--- src/rtl/cpu_pkg.sv ---
// Shared types and defaults for the instruction/data memory port arbiter.
package cpu_pkg;

    typedef enum logic [1:0] {
        IDLE   = 2'd0,
        IF_ACC = 2'd1,
        D_ACC  = 2'd2,
        RESP   = 2'd3
    } arb_state_e;

    typedef enum logic {
        OWN_IF = 1'b0,
        OWN_D  = 1'b1
    } owner_e;

    localparam int unsigned STARVE_MAX_DEF = 4;
    localparam int unsigned TIMEOUT_DEF    = 16;

    // Bits needed to hold the values 0..max_val inclusive.
    function automatic int unsigned cnt_width(input int unsigned max_val);
        return (max_val < 2) ? 1 : $clog2(max_val + 1);
    endfunction

endpackage

--- src/rtl/arb_timeout.sv ---
// Watchdog for one memory transaction: flags expiry on the last allowed
// cycle without an acknowledge.
module arb_timeout
    import cpu_pkg::*;
#(
    parameter int unsigned TIMEOUT = TIMEOUT_DEF
) (
    input  logic clk,
    input  logic rst,
    input  logic start,
    input  logic ack,
    output logic expired
);

    localparam int unsigned CW = cnt_width(TIMEOUT);
    localparam logic [CW-1:0] LIMIT = CW'(TIMEOUT - 1);

    logic [CW-1:0] cnt_q, cnt_d;
    logic          active_q, active_d;

    // An ack in the limit cycle wins over expiry.
    assign expired = active_q && !ack && (cnt_q == LIMIT);

    always_comb begin
        cnt_d    = cnt_q;
        active_d = active_q;
        if (start) begin
            cnt_d    = '0;
            active_d = 1'b1;
        end else if (active_q) begin
            if (ack || expired) begin
                active_d = 1'b0;
            end else begin
                cnt_d = cnt_q + 1'b1;
            end
        end
    end

    always_ff @(posedge clk) begin
        if (rst) begin
            cnt_q    <= '0;
            active_q <= 1'b0;
        end else begin
            cnt_q    <= cnt_d;
            active_q <= active_d;
        end
    end

endmodule

--- src/rtl/mem_port_arbiter.sv ---
// Shares one memory port between instruction fetch and load/store,
// with anti-starvation for fetch and a per-transaction timeout.
module mem_port_arbiter
    import cpu_pkg::*;
#(
    parameter int unsigned ADDR_W     = 32,
    parameter int unsigned DATA_W     = 32,
    parameter int unsigned STARVE_MAX = STARVE_MAX_DEF,
    parameter int unsigned TIMEOUT    = TIMEOUT_DEF
) (
    input  logic              clk,
    input  logic              rst,
    input  logic              if_req,
    input  logic [ADDR_W-1:0] if_addr,
    output logic              if_valid,
    output logic [DATA_W-1:0] if_rdata,
    input  logic              d_req,
    input  logic              d_wen,
    input  logic [ADDR_W-1:0] d_addr,
    input  logic [DATA_W-1:0] d_wdata,
    output logic              d_valid,
    output logic [DATA_W-1:0] d_rdata,
    output logic              mem_req,
    output logic              mem_wen,
    output logic [ADDR_W-1:0] mem_addr,
    output logic [DATA_W-1:0] mem_wdata,
    input  logic [DATA_W-1:0] mem_rdata,
    input  logic              mem_ack,
    output logic              err,
    output logic              stall_if,
    output logic              stall_d
);

    localparam int unsigned SW = cnt_width(STARVE_MAX);
    localparam logic [SW-1:0] STARVE_LIM = SW'(STARVE_MAX);

    arb_state_e        state_q, state_d;
    owner_e            owner_q, owner_d;
    logic [SW-1:0]     starve_q, starve_d;
    logic [ADDR_W-1:0] addr_q, addr_d;
    logic              wen_q, wen_d;
    logic [DATA_W-1:0] wdata_q, wdata_d;
    logic [DATA_W-1:0] if_rdata_q, if_rdata_d;
    logic [DATA_W-1:0] d_rdata_q, d_rdata_d;
    logic              err_q, err_d;

    logic in_acc;
    logic starved;
    logic d_win, if_win;
    logic to_start, to_expired;

    assign in_acc  = (state_q == IF_ACC) || (state_q == D_ACC);
    assign starved = if_req && (starve_q == STARVE_LIM);
    assign d_win   = d_req && !starved;
    assign if_win  = if_req && !d_win;

    arb_timeout #(
        .TIMEOUT (TIMEOUT)
    ) u_timeout (
        .clk     (clk),
        .rst     (rst),
        .start   (to_start),
        .ack     (mem_ack),
        .expired (to_expired)
    );

    always_comb begin
        state_d    = state_q;
        owner_d    = owner_q;
        starve_d   = starve_q;
        addr_d     = addr_q;
        wen_d      = wen_q;
        wdata_d    = wdata_q;
        if_rdata_d = if_rdata_q;
        d_rdata_d  = d_rdata_q;
        err_d      = err_q;
        to_start   = 1'b0;
        unique case (state_q)
            IDLE: begin
                err_d = 1'b0;
                unique case (1'b1)
                    d_win: begin
                        state_d  = D_ACC;
                        owner_d  = OWN_D;
                        addr_d   = d_addr;
                        wen_d    = d_wen;
                        wdata_d  = d_wdata;
                        to_start = 1'b1;
                        if (if_req && (starve_q != STARVE_LIM)) begin
                            starve_d = starve_q + 1'b1;
                        end
                    end
                    if_win: begin
                        state_d  = IF_ACC;
                        owner_d  = OWN_IF;
                        addr_d   = if_addr;
                        wen_d    = 1'b0;
                        wdata_d  = '0;
                        to_start = 1'b1;
                        starve_d = '0;
                    end
                    default: ;
                endcase
            end
            IF_ACC, D_ACC: begin
                if (mem_ack) begin
                    state_d = RESP;
                    err_d   = 1'b0;
                    if (owner_q == OWN_IF) begin
                        if_rdata_d = mem_rdata;
                    end else begin
                        d_rdata_d = wen_q ? '0 : mem_rdata;
                    end
                end else if (to_expired) begin
                    state_d = RESP;
                    err_d   = 1'b1;
                    if (owner_q == OWN_IF) begin
                        if_rdata_d = '0;
                    end else begin
                        d_rdata_d = '0;
                    end
                end
            end
            RESP: begin
                state_d = IDLE;
            end
            default: begin
                state_d = IDLE;
            end
        endcase
    end

    always_ff @(posedge clk) begin
        if (rst) begin
            state_q    <= IDLE;
            owner_q    <= OWN_IF;
            starve_q   <= '0;
            addr_q     <= '0;
            wen_q      <= 1'b0;
            wdata_q    <= '0;
            if_rdata_q <= '0;
            d_rdata_q  <= '0;
            err_q      <= 1'b0;
        end else begin
            state_q    <= state_d;
            owner_q    <= owner_d;
            starve_q   <= starve_d;
            addr_q     <= addr_d;
            wen_q      <= wen_d;
            wdata_q    <= wdata_d;
            if_rdata_q <= if_rdata_d;
            d_rdata_q  <= d_rdata_d;
            err_q      <= err_d;
        end
    end

    assign mem_req   = in_acc;
    assign mem_wen   = wen_q;
    assign mem_addr  = addr_q;
    assign mem_wdata = wdata_q;

    assign if_valid = (state_q == RESP) && (owner_q == OWN_IF);
    assign d_valid  = (state_q == RESP) && (owner_q == OWN_D);
    assign err      = (state_q == RESP) && err_q;
    assign if_rdata = if_rdata_q;
    assign d_rdata  = d_rdata_q;

    assign stall_if = if_req && !if_valid;
    assign stall_d  = d_req && !d_valid;

endmodule

--- config.mk ---
export PLATFORM = sky130hd
export DESIGN_NAME = mem_port_arbiter
export DESIGN_NICKNAME = d
export VERILOG_FILES = /design/src/rtl/cpu_pkg.sv /design/src/rtl/arb_timeout.sv /design/src/rtl/mem_port_arbiter.sv
export SDC_FILE = /design/constraint.sdc
export NUM_CORES = 1
export LEC_CHECK = 0
export ABC_AREA = 1
export BUFFER_PORTS_ARGS = -buffer_cell sky130_fd_sc_hd__buf_2
export CAP_MARGIN = 10
export CELL_PAD_IN_SITES_DETAIL_PLACEMENT = 1
export CELL_PAD_IN_SITES_GLOBAL_PLACEMENT = 2
export CORE_AREA = 2 2 142 200
export CTS_CLUSTER_DIAMETER = 150
export DETAILED_ROUTE_END_ITERATION = 10
export DIE_AREA = 0 0 144 202
export GPL_ROUTABILITY_DRIVEN = 0
export PLACE_DENSITY = 0.77
export SLEW_MARGIN = 5
export SYNTH_ARGS = -nofsm -noshare
export SYNTH_HDL_FRONTEND = slang
export SYNTH_SLANG_ARGS = --single-unit
--- constraint.sdc ---
create_clock -name clk -period 1.65 [get_ports clk]
set_clock_uncertainty 0.05 [all_clocks]
set_input_delay 0.33 -clock clk [delete_from_list [all_inputs] [get_ports clk]]
set_output_delay 0.33 -clock clk [all_outputs]
set_load 0.01 [all_outputs]
; ---- After elaboration in Yosys (flattened, before gate mapping)
; Index checks and enable logic that the tools add are counted.
[totals]
reg_bits = 142
in_bits = 134
[classes]
addsub = 2
eq_ne = 9
mux = 27
bitwise_logic = 2
reduce_logical = 32
[ops]
columns = operator, count
row1 = two-way mux 32 bit, 9
row2 = case mux 32 bit (2 select lines), 2
row3 = logical AND 1 bit, 11
row4 = AND reduction 3 bit, 3
row5 = AND reduction 2 bit, 4
row6 = two-way mux 1 bit, 7
row7 = != test 3 bit (second input constant), 2
row8 = case mux 1 bit (2 select lines), 3
row9 = case mux 2 bit (3 select lines), 1
row10 = case mux 3 bit (2 select lines), 1
row11 = nonzero test 2 bit, 3
row12 = OR reduction 2 bit, 3
row13 = adder 5 x 1 -> 5 bit (second input constant), 1
row14 = == test 5 x 4 -> 1 bit (second input constant), 1
row15 = logical NOT 1 bit, 5
row16 = == test 2 bit (second input constant), 2
row17 = two-way mux 2 bit, 2
row18 = case mux 2 bit (2 select lines), 1
row19 = adder 3 x 1 -> 3 bit (second input constant), 1
row20 = == test 3 bit (second input constant), 1
row21 = two-way mux 3 bit, 1
row22 = != test 3 x 2 -> 1 bit (second input constant), 1
row23 = == test 2 x 1 -> 1 bit (second input constant), 1
row24 = logical NOT 2 bit, 1
row25 = other kinds (3), 5

; ---- Depth between registers and ports, before layout
; Gate-level depths: netlist of run 1.
[depth]
depth_word = 10
depth_mapped = 12
mapped_depth_nobuf = 11

; ---- Cells and area by module
; Synthesis of run 1 repeated with hierarchy kept, for this count alone.
[hier_totals]
cells_unflattened = 892
hier_area_um2 = 6208.5
[modules_own_cells]
columns = module, instances, cells_each, area_per_inst_um2
row1 = mem_port_arbiter, 1, 852, 5919.4
row2 = arb_timeout, 1, 40, 289.0

; ---- Worst setup path before layout of run 1
; Ideal clock, no wire load.
[synth_timing]
path_type = flip-flop to flip-flop
startpoint = reg u_timeout.cnt_q[0]
endpoint = reg if_rdata_q[0] (netlist: if_rdata[0])
arrival_ns = 1.545
slack_ns = -0.062
stages_incl_launch_ff = 13
path_buffers = 1
synth_period_minus_slack_ns = 1.712
path_cell_list = dfxtp_1 > ha_1 > inv_1 > nor3_1 > ha_1 > nand2_2 > nand2_1 > nand2_2 > inv_1 > nand2_2 > buf_2 > a21oi_1 > nor2_1
[synth_between]
elab_chain_cells = 4
[synth_lines]
columns = item, line_no
row1 = from (decl), arb_timeout.sv:18  ; logic [CW-1:0] cnt_q, cnt_d;
row2 = from (signal assigned), arb_timeout.sv:44  ; cnt_q <= cnt_d;
row3 = == test 5 x 4 -> 1 bit, arb_timeout.sv:22  ; assign expired = active_q && !ack && (cnt_q == LIMIT);
row4 = logical AND 1 bit, arb_timeout.sv:22
row5 = nonzero test 2 bit (no source line), --
row6 = AND reduction 3 bit (no source line), --
row7 = to (signal assigned), mem_port_arbiter.sv:151  ; if_rdata_q <= if_rdata_d;
row8 = to (decl), mem_port_arbiter.sv:43  ; logic [DATA_W-1:0] if_rdata_q, if_rdata_d;
; No other way between the ends.
; A chain may end at the register's enable or synchronous reset.

; ---- Worst setup path after layout of run 1
[layout_timing]
startpoint = reg u_timeout.cnt_q[0]
endpoint = reg d_rdata_q[31] (netlist: d_rdata[31])
[layout_between]
elab_chain_cells = 4
[layout_lines]
columns = item, line_no
row1 = == test 5 x 4 -> 1 bit, arb_timeout.sv:22
row2 = logical AND 1 bit, arb_timeout.sv:22
row3 = nonzero test 2 bit (no source line), --
row4 = AND reduction 3 bit (no source line), --
row5 = to (signal assigned), mem_port_arbiter.sv:152  ; d_rdata_q <= d_rdata_d;
row6 = to (decl), mem_port_arbiter.sv:44  ; logic [DATA_W-1:0] d_rdata_q, d_rdata_d;
; No other way between the ends.

==> results of run 1 <==
[logic make-up after synthesis]
group	Yosys count	share of synthesized area, %
AO/OA/AOI/OAI	145	12.4
XOR/XNOR	1	0.148
adder cells (fa/ha/maj)	7	1.48
buffers and inverters	116	8.44
flip-flops	142	48.0
AND/OR/NAND/NOR	411	29.5
[through the flow]
stage	total power, mW	instance area, µm²	setup slack (ns)	TNS (ns)
2_1_floorplan	6.87	5940	-0.0341	-1.00
3_3_place_gp	8.73	7880	-0.113	-5.26
3_5_place_dp	8.81	7880	-0.171	-8.26
4_1_cts	13.1	8570	-0.161	-8.85
5_1_grt	14.1	8950	-0.284	-13.60
6_report	13.2	8950	-0.142	-5.98
[timing repair]
| action | CTS | global route |
|---|---|---|
| gates cloned | 1 | 7 |
| gates resized for setup | 31 | 72 |
| pin swaps | 2 | 8 |
| setup buffers | 1 | 9 |
| setup endpoints to repair | 73 | 108 |
[cell usage in the layout (no fill, tap or decap), drive strengths merged, types with 7 or more instances in the layout]
cell type and count:
a21oi 45, buf 313, clkbuf 27, dfxtp 142
ha 7, inv 57, nand2 164, nand3 132
nor2 111, o21ai 99
[critical path, cell delays in order (launching register included)]
cell and delay [ns]:
dfxtp_2 0.35, ha_4 0.13, inv_2 0.03, nor3_2 0.10
ha_2 0.19, nand2_2 0.06, nand2_2 0.08, nand2_4 0.07
nor2_4 0.10, buf_12 0.15, buf_12 0.13, buf_16 0.12
o21ai_1 0.06, nor2_1 0.11
[cells in the mapped netlist]
master and instances:
o21ai_1 33, nand2_1 159, o21ai_0 65, nand3_2 1
nand2_2 4, a211oi_1 1, nand4_1 1, buf_2 30
xor2_1 1, nand3_1 131, ha_1 7, nor2_4 2
buf_4 7, inv_2 2, a21oi_1 45, or2_2 1
dfxtp_1 142, inv_1 54, nor3_1 3, nor2_1 109
clkbuf_1 23, o21ai_2 1
[layer usage]
layer / up-vias / global-route usage [%]
li1: 3231 / -
met1: 3064 / 17.1
met2: 160 / 27.2
met3: 26 / 3.65
met4: 0 / 6.44
met5: - / 0
[worst min-delay path by stage]
stage / from / to / slack, ns / cells past startpoint
after floorplan: err_q / err_q / 0.39 / 2
after global placement: mem_wdata[16] / mem_wdata[16] / 0.41 / 2
after detailed placement: d_rdata[26] / d_rdata[26] / 0.41 / 2
after CTS: d_wdata[0] / mem_wdata[0] / 0.04 / 3
after global routing: d_wdata[16] / mem_wdata[16] / 0.06 / 3
final: d_wdata[20] / mem_wdata[20] / 0.07 / 3
[area by class of cell]
type,instances,area [µm²],area share (%)
clock inverters,10,135,1.51
multi-input cells,565,2750,30.8
flip-flops and latches,142,2850,31.8
well taps,370,463,5.17
clock buffers,22,474,5.30
diodes,5,12.5,0.140
repair buffers,318,2050,22.9
inverters,56,213,2.38
[power breakdown]
part / internal, mW / leakage (nW) / switching, mW
clock network: 2.50 / 0.300 / 1.55
logic: 1.88 / 2.95 / 2.62
registers: 4.23 / 1.16 / 0.441
[registers in the layout, summed over array words and instances, names as in the netlist]
name,cells
d_rdata,32
u_timeout.cnt_q,5
err_q,1
mem_wdata,32
state_q,2
u_timeout.active_q,1
owner_q,1
mem_wen,1
starve_q,3
if_rdata,32
mem_addr,32
==> results.md, run 1 <==
* Metal3 WL at 1.04 mm
* Min-Delay Path Class: in -> reg
* Final WS setup at -0.142 ns
* Worst setup path start: u_timeout.cnt_q[0]
* Die Wd at 144 µm
* Mapped cell area at 5920 µm²
* Largest area contributor in the netlist: dfxtp_1
* Pin count of the biggest net entering global routing at 65
* CTS Buf Count at 17
* Area growth syn-to-layout at 51.3%
* CTS clock-pin slew for the worst setup and hold paths at roughly 0.06 ns
* Routed WL per cell at 15.6 µm
* Sequential share of the synthesized area at around 48%
* CTS Root Cell: clkbuf_16
* Unrepaired setup endpoints after global routing: yes
* Die height at 202 µm
* Post-Route WL at 23.3 mm
* Distinct cell type count after synthesis at 22
* Cell count after placement at 1433
* Worst r2r path cells at 13
* Wire length of the first global-routing pass at 34.5 mm
* WL met2 at approximately 12 mm
* Worst R2R Start: u_timeout.cnt_q[0]
* Critical Path Sink Type: flop
* Lkg Pwr at 4.42 nW
* Port bufs at about 270
* Via density at 4.36
* H-tree depth at 4
* Die area at 29100 µm²
* FF-to-FF End: d_rdata[31]
* WP data required at 1.95 ns
* Non-filler instance count after layout at 1488
* Relative slew slack at 70.5%
* Critical Path AT at 2.09 ns
* Share of post-route cells with drive strength above 1 at 36.1%
* Synth top area cells: dfxtp_1 (48%), nand3_1 (11%), nand2_1 (10%)
* Max cap viols at 0
* Yosys reg bits at 142
* Worst skew pair latency at roughly 0.42 ns
* Utilization after layout at 32.8%
* Remaining antenna violation count at 0
* Critical Path Start Type: flop
* DP HPWL at 15.8 mm
* Final net count at 1241
* Peak VDD IR at 0.000740 V
* Synth Net Count at 963
* Clk buf depth at 2
* Clock sink total at 142
* R2R setup slack at -0.14 ns
* Final Critical Period at 1.79 ns
* Met1 WL at roughly 9.4 mm
* Final hold violations at 0
* Tcrit/Tclk final at 109%
* Filler Cells Inserted at 3401
* Worst-margin pin slew at between 0.4 and 0.5 ns
* Violated checks: setup timing
* Cell row count at 72
* Endpoints failing setup at 68
* Pre-antenna DRT Iters at 4
* Avg Cell Area, Syn at 7.20 µm²
* Vias in the first global route at 6371
* Max Freq at 558 MHz
* Initial DRC count at 252
* Pwr per Cell Area at about 1500 nW/µm²
* Vias at between 6k and 7k
* Post-CTS Hold Buffers at 0
* Synth warnings at 0
* GR Overflow Total at 0
* GR Util All Layers at around 15%
* Status: finished, violations left
* IO Pins at 269
* Effective utilization at floorplan at 21.7%
* Worst Hold Slack at between 0.07 and 0.08 ns
* Drt drc at 0
* Core area at 27300 µm²
* Max Used Layer: met4
* CP endpoint: d_rdata[31]
* CTS tree: built
* WS Path Type: reg -> reg
* Yosys top cell area share at 48.0%
* Maximum fanout along the worst path at 5
* Slew Viols, Final at 0
* Initial antenna violation count at 5
* Post-Synthesis Cells at 822
No activity file was read; power rests on OpenSTA's default activity.
==> run 2: changes to the inputs <==
CORE_AREA = 2 2 167 169   (was 2 2 142 200)
DIE_AREA = 0 0 169 171   (was 0 0 144 202)
PLACE_DENSITY = 0.78   (was 0.77)
==> run 2 against run 1 <==
  * The run still ends with setup timing left
  * Critical path depth stayed put
  * Total power is 2.6% higher
  * Sequential share of layout area is 0.43 points lower
  * Cell area is 1.4% higher
  * Combinational power is 7.8% higher
  * Setup slack worse by 0.083 ns
  * Critical path type unchanged
  * Critical endpoint is now d_rdata[30]
  * Largest cell class unchanged
==> results.md, run 2 (same netlist as run 1, synthesis figures left out) <==
* Status: finished, violations left
* Violated checks: setup timing
* Hold path cells at 3 (unchanged)
* Initial antenna violation count at 4 (-1)
* Endpoints failing setup at 70 (+2.9%)
* Pwr per Cell Area at 1490 nW/µm² (+1.1%)
* Port bufs at 268 (unchanged)
* CTS Root Cell: clkbuf_16
* CTS tree: built
* Worst r2r path cells at 13 (unchanged)
* IO Pins at 269 (unchanged)
* GR Overflow Total at 0 (unchanged)
* WP data required at 1.89 ns (-0.06 ns)
* Clk buf depth at 2 (unchanged)
* Final hold violations at 0 (unchanged)
* Crit-path max cell delay at 0.33 ns (-0.02 ns)
* Worst Hold Slack at 0.0784 ns (+0.00507 ns)
* H-tree depth at 4 (unchanged)
* Relative slew slack at 73.6% (+3.1 points)
* Slowest stage cell, crit path: dfxtp_2
* Routed WL per cell at 16.1 µm (+3.0%)
* Critical Path Start Type: flop
* Final net count at 1248 (+0.56%)
* Initial DRC count at 286 (+13%)
* FF-to-FF End: d_rdata[30]
* Post-CTS Hold Buffers at 0 (unchanged)
* CTS clock-pin slew for the worst setup and hold paths at 0.07 ns (about the same)
* Cell row count at 61 (-15%)
* Via density at 4.41 (+1.3%)
* R2R setup slack at -0.23 ns (-0.08 ns)
* Critical path buffer and inverter count at 3 (-1)
* Unrepaired setup endpoints after global routing: yes
* Final WS setup at -0.225 ns (-0.0829 ns)
* Remaining antenna violation count at 0 (unchanged)
* Pin count of the biggest net entering global routing at 65 (unchanged)
* Effective utilization at floorplan at 21.7% (-0.022 points)
* GR Util All Layers at 15.7% (+0.44 points)
* Hold Startpoint: d_wdata[20]
* Clock sink total at 142 (unchanged)
* Crit path cell chain: ha_2 -> inv_2 -> nor3_4 -> ha_2 -> nand2_2 -> nand2_2 -> nand2_4 -> nor2_4 -> buf_8 -> clkbuf_16 -> nand2_1 -> o21ai_1 -> nor2_1
* DP HPWL at 15.7 mm (-0.23%)
* Peak VDD IR at 0.000669 V (-9.7%)
* Worst-margin pin slew at 0.396 ns (-0.0470 ns)
* Wire length of the first global-routing pass at 35.5 mm (+3.0%)
* Drt drc at 0 (unchanged)
* Commonest non-fill, non-tap cells in the layout: buf_2 (262), nand2_1 (146), dfxtp_1 (137)
* Min-Delay Path Class: in -> reg
* Share of post-route cells with drive strength above 1 at 38.8% (+2.6 points)
* Vias in the first global route at 6376 (+0.078%)
* Vias at 6488 (+0.11%)
* Worst setup path start: u_timeout.cnt_q[0]
* Lkg Pwr at 4.51 nW (+2.1%)
* Slew Viols, Final at 0 (unchanged)
* Die area at 28900 µm² (-0.65%)
* Final Critical Period at 1.88 ns (+0.0829 ns)
* Pre-antenna DRT Iters at 4 (unchanged)
* Tot Pwr at 13.6 mW (+2.6%)
* Cell Area, Placed at 7860 µm² (-0.25%)
* Critical Path Sink Type: flop
* Core area at 27300 µm² (+0.10%)
* Tcrit/Tclk final at 114% (+5.0 points)
* Critical Path AT at 2.12 ns (+0.03 ns)
* Die height at 171 µm (-15%)
* Max cap viols at 0 (unchanged)
* Post-Route WL at 23.7 mm (+1.8%)
* CTS Buf Count at 17 (unchanged)
* Max Freq at 533 MHz (-4.4%)
* Maximum fanout along the worst path at 5 (unchanged)
* WS Path Type: reg -> reg
* Worst path top cell family by delay: simple AND/OR/NAND/NOR gates
* Area growth syn-to-layout at 53.5%
* Hold Path Sink: mem_wdata[20]
* Die Wd at 169 µm (+17%)
* Final instance area at 9080 µm² (+1.4%)
* Worst R2R Start: u_timeout.cnt_q[0]
* Worst skew pair latency at 0.42 ns (about the same)
* Commonest non-fill, non-tap cell in the layout: buf_2
[run 2: changes by cell type in the layout (fill, tap and decap cells not counted), sizes merged]
cell / change
buf: +8
bufinv: -1
diode: -1
clkinvlp: +1
clkbuf: -3
inv: +2
nand2: -1
clkinv: +1
[run 2: metal layers]
metal	global-route usage [%]	share of wire, %	vias up	routed length, µm
li1	-	-	3256	-
met1	18.8	44	3082	10300
met2	27.1	51	131	12000
met3	3.93	4.2	19	984
met4	5.76	1.6	0	370
met5	0	0	-	0
[run 2: layout make-up]
cell class              instances  area [µm²]
clock inverters                13         156
well taps                     346         433
multi-input cells             564        2830
clock buffers                  19         443
inverters                      56         215
flip-flops and latches        142        2850
repair buffers                326        2140
diodes                          4        10.0
fillers                      3388       18200
[run 2: through the flow]
step                      utilization, %  setup slack [ns]  std cells  TNS (ns)
after floorplan                        -           -0.0341        822     -1.00
after global placement              28.7            -0.128       1412     -3.79
after detailed placement            28.7            -0.200       1412     -7.84
after CTS                           32.2            -0.164       1459     -8.42
after global routing                33.2            -0.335       1470    -18.32
final                               33.2            -0.225       1470    -10.32
[run 2: worst max-delay path by stage]
stage / endpoint / slack, ns / cells after the start
6_report: d_rdata[30] / -0.23 / 13
5_1_grt: d_rdata[15] / -0.34 / 13
4_1_cts: d_rdata[14] / -0.16 / 13
3_5_place_dp: d_rdata[1] / -0.20 / 12
3_3_place_gp: d_rdata[12] / -0.13 / 12
2_1_floorplan: d_rdata[1] / -0.03 / 12
[run 2: worst reg2reg max path: stages (launching register included)]
cell and delay, ns:
dfxtp_2 0.33, ha_2 0.17, inv_2 0.05, nor3_4 0.10, ha_2 0.19, nand2_2 0.06, nand2_2 0.08, nand2_4 0.08
nor2_4 0.16, buf_8 0.17, clkbuf_16 0.15, nand2_1 0.04, o21ai_1 0.08, nor2_1 0.05
[run 2: power breakdown]
part           internal [mW]  switching, mW
Clock                   2.31           1.71
Combinational           2.08           2.77
Sequential              4.23          0.459
[run 2: timing repair]
item	4_1_cts	5_1_grt
endpoints found under the setup margin	70	108
setup buffers	11	6
gates resized for setup	47	108
gates cloned	4	5
pin swaps	20	34
==> run 3: changes to the inputs <==
PLACE_DENSITY = 0.82   (was 0.78)
==> run 3 against run 2 <==
  * The run still ends with setup timing left
  * Total power is 1.2% higher
  * Global-route usage is 0.34 points lower
  * First-iteration DRC count is 0.35% lower
  * Fmax is 2.1% lower
  * Final cell count is 0.34% lower
  * Critical path depth stayed put
  * Clock power is 3% higher
  * Core utilization is 0.14 points lower
  * Routed wire length is 0.76% higher
  * Setup slack worse by 0.039 ns
  * Count of clock-buffer cells in the layout is 1 higher
  * Die area stayed put
==> results.md, run 3 (same netlist as run 1, synthesis figures left out) <==
* Clk buf depth at 2 (unchanged)
* Final WS setup at -0.265 ns (-0.0394 ns)
* Remaining antenna violation count at 0 (unchanged)
* Maximum fanout along the worst path at 16 (+11)
* Post-Route WL at 23.9 mm (+0.76%)
* Peak VDD IR at 0.000614 V (-8.1%)
* Clock sink total at 142 (unchanged)
* Setup WS pre-CTS at -0.251 ns (-0.0508 ns)
* Die area at 28900 µm² (unchanged)
* Min-Delay Path Class: in -> reg
* Pre-antenna DRT Iters at 4 (unchanged)
* Relative slew slack at 75.6% (+2.0 points)
* Critical Path AT at 2.17 ns (+0.05 ns)
* R2R setup slack at -0.26 ns (-0.04 ns)
* Max Freq at 522 MHz (-2.1%)
* Pin count of the biggest net entering global routing at 65 (unchanged)
* IO Pins at 269 (unchanged)
* Final net count at 1247 (-0.080%)
* Effective utilization at floorplan at 21.7% (unchanged)
* Die height at 171 µm (unchanged)
* Core area at 27300 µm² (unchanged)
* Die Wd at 169 µm (unchanged)
* Initial antenna violation count at 2 (-2)
* CTS Root Cell: clkbuf_16
* Unrepaired setup endpoints after global routing: yes
* Worst-margin pin slew at 0.366 ns (-0.0298 ns)
* Pwr per Cell Area at 1520 nW/µm² (+1.6%)
* Critical Path Start Type: flop
* Vias in the first global route at 6280 (-1.5%)
* GR Overflow Total at 0 (unchanged)
* Share of post-route cells with drive strength above 1 at 38.0% (-0.70 points)
* Port bufs at 268 (unchanged)
* Drt drc at 0 (unchanged)
* Slew Viols, Final at 0 (unchanged)
* DP HPWL at 15.9 mm (+1.0%)
* Lkg Pwr at 4.45 nW (-1.4%)
* WP data required at 1.91 ns (+0.02 ns)
* CTS Buf Count at 17 (unchanged)
* Violated checks: setup timing
* Critical Path Sink Type: flop
* Vias at 6563 (+1.2%)
* GR Util All Layers at 15.3% (-0.34 points)
* Endpoints failing setup at 67 (-4.3%)
* Tcrit/Tclk final at 116% (+2.4 points)
* Post-CTS Hold Buffers at 0 (unchanged)
* Final hold violations at 0 (unchanged)
* WS Path Type: reg -> reg
* Status: finished, violations left
* Max cap viols at 0 (unchanged)
* Worst skew pair latency at 0.42 ns (about the same)
* Initial DRC count at 285 (-0.35%)
* CTS clock-pin slew for the worst setup and hold paths at 0.06 ns (about the same)
* Final instance area at 9040 µm² (-0.43%)
* CTS tree: built
* Cell row count at 61 (unchanged)
* Cell Area, Placed at 7870 µm² (+0.13%)
* Area growth syn-to-layout at 52.8%
* Commonest non-fill, non-tap cell in the layout: buf_2
* Utilization after layout at 33.1% (-0.14 points)
* Final Critical Period at 1.91 ns (+0.0394 ns)
* Wire length of the first global-routing pass at 34.6 mm (-2.8%)
* H-tree depth at 4 (unchanged)
* Routed WL per cell at 16.3 µm (+1.1%)
* Via density at 4.48 (+1.5%)
* Commonest non-fill, non-tap cells in the layout: buf_2 (266), nand2_1 (152), dfxtp_1 (138)
-- run 3: cell type report --
type	count	area (µm²)
diodes	2	5.00
clock buffers	20	457
clock inverters	10	163
fillers	3376	18300
inverters	56	215
multi-input cells	564	2830
flip-flops and latches	142	2850
well taps	346	433
repair buffers	325	2090
-- run 3: per-layer routing --
metal  part of all wire (%)  vias up  GRT usage, %  wire, µm
li1                       -     3242             -         -
met1                     42     3148          17.7      9930
met2                     52      144          27.5     12400
met3                    4.4       29          3.26      1040
met4                    2.3        0          6.35       538
met5                      0        -             0         0
-- run 3: through the flow --
stage,cells,hold WS (ns),total power [mW],setup TNS [ns]
floorplan,822,0.391,6.87,-1.00
global placement,1415,0.403,8.80,-5.15
detailed placement,1415,0.407,8.87,-13.23
CTS,1456,0.0512,13.5,-11.18
global route,1465,0.0550,14.5,-20.05
finish,1465,0.0730,13.7,-11.62
-- run 3: worst paths after layout --
path                                          from  cells past startpoint             to
worst min-delay path                   d_wdata[30]                      3  mem_wdata[30]
worst max-delay path            u_timeout.cnt_q[0]                     13    if_rdata[8]
worst max register to register  u_timeout.cnt_q[0]                     13    if_rdata[8]
worst min register to register       mem_wdata[11]                      2  mem_wdata[11]
-- run 3: report_power, final --
| part | internal [mW] | switching [mW] |
|---|---|---|
| Combinational | 2.07 | 2.84 |
| Sequential | 4.22 | 0.420 |
| Clock | 2.60 | 1.56 |
-- run 3: timing repair --
action                                  in CTS  in global routing
setup buffers                                8                  5
endpoints found under the setup margin      72                 87
pin swaps                                    9                 13
gates resized for setup                     39                 66
cloned                                       3                  4
endpoints found under the hold margin        0                  0
-- run 3: worst max-delay path: stages (launching register included) --
cell	delay (ns)
dfxtp_2	0.35
ha_4	0.13
inv_2	0.04
nor3_4	0.12
ha_2	0.19
nand2_2	0.06
nand2_2	0.08
nand2_4	0.06
buf_4	0.14
inv_4	0.07
nand2_8	0.07
buf_12	0.16
a21oi_1	0.18
nor2_1	0.07
